File: src/rtl/mux_arb_pkg.sv
// Shared types and constants for the output-mux select arbiters.
package mux_arb_pkg;

  localparam int unsigned REQ_N = 2;

  typedef enum logic [1:0] {
    IDLE,
    OWN,
    GAP
  } arb_state_t;

endpackage

File: src/rtl/rr_pick2.sv
// Two-way round-robin pick: favours the requester that did not win last time.
module rr_pick2
  import mux_arb_pkg::*;
(
  input  logic [REQ_N-1:0] req,
  input  logic             last,
  output logic             any,
  output logic             idx
);

  always_comb begin
    any = |req;
    idx = (req == 2'b11) ? ~last : req[1];
  end

endmodule

File: src/rtl/mux_sel_arbiter.sv
// Round-robin owner of the 2:1 output mux select, with a hold cap and a
// break-before-make gap cycle on every ownership change.
module mux_sel_arbiter
  import mux_arb_pkg::*;
#(
  parameter int unsigned HOLD_MAX = 8,
  parameter int unsigned CW       = $clog2(HOLD_MAX + 1)
) (
  input  logic             clk,
  input  logic             rst,
  input  logic             ena,
  input  logic [REQ_N-1:0] req,
  output logic [REQ_N-1:0] gnt,
  output logic             sel,
  output logic             valid,
  output logic [CW-1:0]    hold_cnt
);

  localparam logic [CW-1:0] HoldMax = CW'(HOLD_MAX);

  arb_state_t state;
  logic       last;
  logic       pick_any;
  logic       pick_idx;
  logic       other;
  logic       at_cap;
  logic       release_now;

  rr_pick2 u_pick (
    .req  (req),
    .last (last),
    .any  (pick_any),
    .idx  (pick_idx)
  );

  always_comb begin
    other       = ~sel;
    at_cap      = (hold_cnt == HoldMax);
    release_now = !req[sel] || (at_cap && req[other]);
  end

  always_ff @(posedge clk) begin
    if (rst) begin
      state    <= IDLE;
      gnt      <= '0;
      sel      <= 1'b0;
      valid    <= 1'b0;
      hold_cnt <= '0;
      last     <= 1'b1;
    end else if (ena) begin
      unique case (state)
        IDLE, GAP: begin
          if (pick_any) begin
            state    <= OWN;
            gnt      <= pick_idx ? 2'b10 : 2'b01;
            sel      <= pick_idx;
            last     <= pick_idx;
            valid    <= 1'b1;
            hold_cnt <= CW'(1);
          end else begin
            state    <= IDLE;
            gnt      <= '0;
            valid    <= 1'b0;
            hold_cnt <= '0;
          end
        end
        OWN: begin
          if (release_now) begin
            // sel is left alone so the mux never flips while valid is high
            state    <= (|req) ? GAP : IDLE;
            gnt      <= '0;
            valid    <= 1'b0;
            hold_cnt <= '0;
          end else if (!at_cap) begin
            hold_cnt <= hold_cnt + CW'(1);
          end
        end
        default: begin
          state    <= IDLE;
          gnt      <= '0;
          valid    <= 1'b0;
          hold_cnt <= '0;
        end
      endcase
    end
  end

endmodule

File: config.mk
export PLATFORM = sky130hd
export DESIGN_NAME = mux_sel_arbiter
export DESIGN_NICKNAME = d
export VERILOG_FILES = /design/src/rtl/mux_arb_pkg.sv /design/src/rtl/rr_pick2.sv /design/src/rtl/mux_sel_arbiter.sv
export SDC_FILE = /design/constraint.sdc
export NUM_CORES = 1
export LEC_CHECK = 0
export CAP_MARGIN = 20
export CORE_MARGIN = 2
export CORE_UTILIZATION = 30
export CTS_BUF_LIST = sky130_fd_sc_hd__clkbuf_8
export DETAILED_ROUTE_END_ITERATION = 16
export GPL_TIMING_DRIVEN = 0
export SETUP_SLACK_MARGIN = 0.02
export SLEW_MARGIN = 20
export SYNTH_ARGS = -nofsm -noshare
export SYNTH_HDL_FRONTEND = slang
export SYNTH_HIERARCHICAL = 1
export SYNTH_SLANG_ARGS = --single-unit
File: constraint.sdc
create_clock -name clk -period 1.6 [get_ports clk]
set_input_delay 0.24 -clock clk [delete_from_list [all_inputs] [get_ports clk]]
set_output_delay 0.24 -clock clk [all_outputs]
set_load 0.01 [all_outputs]
## Word level (Yosys, flattened, before mapping)

Index checks and enable logic that the tools add are counted.

| operators by class | value |
|---|---|
| add/sub/neg operators | 1 |
| magnitude comparators | 2 |
| eq/ne operators | 6 |
| mux-type cells | 20 |
| bitwise logic cells | 2 |
| reductions and logical operators | 9 |

Operators by type and width:

| kind | number |
|---|---|
| 2-to-1 mux 2 bit | 5 |
| 2-to-1 mux 1 bit | 9 |
| 2-to-1 mux 4 bit | 2 |
| case mux 2 bit (2 select lines) | 2 |
| case mux 4 bit (2 select lines) | 1 |
| adder 4 x 1 -> 4 bit (second input constant) | 1 |
| == test 2 bit (second input constant) | 2 |
| == test 4 bit (second input constant) | 1 |
| less-than comparator 1 x 2 -> 1 bit (second input constant) | 2 |
| AND reduction 2 bit | 2 |
| OR reduction 2 bit | 2 |
| != test 3 bit (second input constant) | 1 |
| AND reduction 3 bit | 1 |
| == test 2 x 1 -> 1 bit (second input constant) | 1 |
| zero test 2 bit | 1 |
| != test 2 bit (second input constant) | 1 |
| inverter 1 bit | 2 |
| case mux 1 bit (2 select lines) | 1 |
| logical AND 1 bit | 1 |
| zero test 1 bit | 1 |
| logical OR 1 bit | 1 |

| word-level totals | value |
|---|---|
| bits in registers | 11 |
| input port bits | 5 |

## Depth between registers and ports, before layout

| depth | value |
|---|---|
| depth in word-level cells | 7 |
| gate-level depth with buffers | 6 |
| mapped depth without buffers | 6 |

## Hierarchy

The synthesis kept the hierarchy.

By module, submodules not included:

| module | instances | cells an instance | area an instance (µm²) | seq. area each (µm²) |
|---|---|---|---|---|
| mux_sel_arbiter | 1 | 63 | 585.6 | 220.2 |
| rr_pick2 | 1 | 2 | 13.8 | 0.0 |

## Worst setup path after synthesis

Ideal clock, no wire load.

| path | value |
|---|---|
| path kind | register -> register |
| start point | register hold_cnt[0] |
| end point | register state[1] |
| library setup time | 114 ps |
| arrival | 1241 ps |
| data required time | 1486 ps |
| slack | 245 ps |
| cell stages (with the launch flop) | 7 |
| buffers on the path | 0 |
| cell sequence | dfxtp_1 > inv_1 > ha_1 > nand3b_4 > o211ai_2 > and2_4 > a21o_1 |

| between the ends | value |
|---|---|
| word-level cells in the longest chain between the ends | 5 |

Ends and longest elaborated chain:

| element | line | source |
|---|---|---|
| from (decl) | mux_sel_arbiter.sv:16 | `output logic [CW-1:0] hold_cnt` |
| from (signal assigned) | mux_sel_arbiter.sv:75 | `hold_cnt <= hold_cnt + CW'(1);` |
| == test 4 bit | mux_sel_arbiter.sv:38 | `at_cap = (hold_cnt == HoldMax);` |
| logical AND 1 bit | mux_sel_arbiter.sv:39 | `release_now = !req[sel] \|\| (at_cap && req[other]);` |
| logical OR 1 bit | mux_sel_arbiter.sv:39 |  |
| != test 2 bit (no line) | -- |  |
| AND reduction 2 bit (no line) | -- |  |
| to (signal assigned) | mux_sel_arbiter.sv:70 | `state <= (\|req) ? GAP : IDLE;` |
| to (decl) | mux_sel_arbiter.sv:21 | `arb_state_t state;` |

No other way between the ends.
A chain may end at the register's enable or synchronous reset.

## Final worst setup path

| path | value |
|---|---|
| start point | register hold_cnt[3] |
| end point | output hold_cnt[3] |

No word-level cell between the ends.

==> flow_summary.ini <==
[status]
status = completed

[yosys]
synth-seq-area-share = 0.3674
synth.cell_area_um2 = 599.3
yosysUniqueCellTypes = 34
synth-seq-cells = 11
synth.yosys.warnings = 6
syn_area_per_cell_um2 = 9.220
portion_of_netlist_area_occupied_by_mux_cells = 0.01879
synth_xor_xnor_area_share = 0
yosys.area_share.adder = 0.04175
synth-compound-area-share = 0.2651
synth_top_family_by_area = simple AND/OR/NAND/NOR gates
synth_nets = 72
synthSimpleGateAreaFrac = 0.2797
synth_cells = 65

[pwr]
powerDensity_mw_per_mm2 = 862.4
power.static_leakage_uw = 0.0003189
irDropWorstVdd_v = 0.0005742

[worst_setup_path]
critPathTopFamily = buffers and inverters
worstPathCellList = clkdlybuf4s50_1
worst_path_largest_cell_delay_ns = 0.58
worst-endpoint-arrival_ns = 1.26
critical-path-slowest-cell = sky130_fd_sc_hd__clkdlybuf4s50_1
crit_path_end_kind = primary output
crit_path_start_kind = register
timing.critical_path.buf_inv = 1
worstPathRequired_ns = 1.36
critical_path_class = reg2out
crit_fanout = 6

[clock_network]
clkLatencyLatePin_ns = 0.24
cts.clk_slew.worst_paths_ns = 0.05
cts-resized-gates = 0
cts_max_level = 1
holdBufCountCts = 0
tritoncts = yes
clk_root_buffer_cell = sky130_fd_sc_hd__clkbuf_8
cts_sinks = 11
max-clock-path-buffers = 2
cts_buffer_count = 3
cts_setup_buffers = 0

[global_routing]
first_global_vias = 475
grt_start_max_net_pins = 11
globalRouteTotalUtil = 0.1165
gr-total-overflow = 0
initial_antenna_violation_count = 0
wire_length_of_the_first_global_routing_pass_mm = 2.118

[timing]
fin_ws_ns = 0.1008
hold_viol_final = 0
tightest_slew_ns = 0.4901
slew_violations = 0
grt_setup_unrepaired = no
final.period_utilization = 0.9370
setup_viol = 0
timing.fmax_ghz = 0.6670
layout_min_cycle_time_ns = 1.499
fin_worst_skew_ns = 0.0007838
relSlewSlack = 0.6733
setup_tns_ns = 0
hold_slack_ns = 0.4508

[min_path]
worstHoldPathType = reg2reg

[placed_design]
place_ws_ns = 0.009703
detailed_place_hpwl_um = 899.5
weighted_congestion_at_the_end_of_routability_driven_global_placement = 0.7764
buffer_ports.inserted = 12
dpl-instance-area_um2 = 753.2

[routing]
post-route-drc-count = 0
ant_nets = 0
drt_first_pass_iters = 3
avgRoutedWirePerCell_um = 11.16
vias_cell = 4.685
dr_total_vias = 506
drtIter0Drc = 8
totalWireLength_mm = 1.205

[floorplanning]
initial_core_util = 0.3118
floorplan.io_pins = 13
die-area_mm2 = 0.002371
coreArea_mm2 = 0.001922
die_y_um = 48.70
chipWidth_um = 48.70
placementRows = 16

[finish]
number_of_diodes_added_for_antenna_fixing = 0
leading_cell_types_in_the_layout_fill_and_taps_excluded = sky130_fd_sc_hd__clkdlybuf4s50_1 (12), sky130_fd_sc_hd__dfxtp_1 (11), sky130_fd_sc_hd__a21oi_1 (6)
layout_cell_share_with_drive_strength_beyond_1 = 0.1852
mostFrequentLayoutCell = sky130_fd_sc_hd__clkdlybuf4s50_1
nets = 89
flow.area_growth_from_synthesis_pct = 33.40
n_fill_cell = 204
design_area_um2 = 799.5

[flow_run]
maxCapViolCount = 0
## layer usage
layer	up-vias	routed length, um	GRT usage
li1	272	-	-
met1	220	617	0.1472
met2	9	493	0.1644
met3	5	63	0.04630
met4	0	31	0.07143
met5	-	0	0
## sequential cells by signal, summed over array words and instances (netlist names)
signal and count:
sel 1, valid 1, gnt 2, hold_cnt 4, last 1, state 2
## synthesized netlist by cell type (all sizes together)
master    n  area [um2]
and3      1       7.510
nor2      2       7.510
nand4b    1       8.760
a21oi     8       47.55
buf       2       8.750
or2b      1       7.510
mux2      1       11.26
nand2b    2       12.51
inv       2       7.510
nor3      2       10.01
nor3b     2       15.01
ha        2       25.02
and2b     1       8.760
nand4     2       12.51
a21boi    1       7.510
or2       1       6.260
o21ai     3       15.01
nand3     1       5.000
and3b     1       8.760
nand3b    2       27.53
o2bb2ai   1       8.760
nand2     4       15.01
o211ai    1       12.51
a21o      4       30.03
o31ai     1       7.510
and2      2       15.02
a211oi    1       12.51
a31o      1       8.760
dfxtp    11       220.2
o32ai     1       8.760
## final timing paths
kind	from	slack [ns]	end	depth (start not counted)
worst max-delay path	hold_cnt[3]$_SDFFE_PP0P_	0.10	hold_cnt[3]	1
worst min-delay path	valid$_SDFFE_PP0P_	0.45	valid$_SDFFE_PP0P_	1
worst max register to register	hold_cnt[0]$_SDFFE_PP0P_	0.17	hold_cnt[3]$_SDFFE_PP0P_	6
worst min register to register	valid$_SDFFE_PP0P_	0.45	valid$_SDFFE_PP0P_	1
## cell families after synthesis
| kind of cell | count (synthesis) |
|---|---|
| buffers and inverters | 4 |
| multiplexers | 1 |
| AO/OA/AOI/OAI | 22 |
| AND/OR/NAND/NOR | 25 |
| flip-flops | 11 |
| adder cells (fa/ha/maj) | 2 |
## stage by stage
stage          total power, uW  utilization  cells
6_report                 689.5       0.4160    108
5_1_grt                  726.7       0.4160    108
4_1_cts                  700.1       0.4160    108
3_5_place_dp             411.2       0.3919    104
3_3_place_gp             412.2       0.3919    104
2_1_floorplan            367.2            -     65
## report_power, final
| group | switching, uW | internal [uW] | total, uW |
|---|---|---|---|
| Sequential | 11.3 | 289 | 301 |
| Clock | 112 | 172 | 284 |
| Combinational | 50.9 | 54.3 | 105 |
| Total | 174 | 515 | 690 |
## cell type report
class	instances	area (um2)	share of cell area
Buffer	2	8.758	0.01095
Clock buffer	3	41.29	0.05164
Clock inverter	1	5.005	0.006260
Inverter	2	7.507	0.009390
Multi-Input combinational cell	50	362.8	0.4538
Sequential cell	11	220.2	0.2754
Tap cell	27	33.78	0.04225
Timing Repair Buffer	12	120.1	0.1502
(Power assumes the default switching activity.)
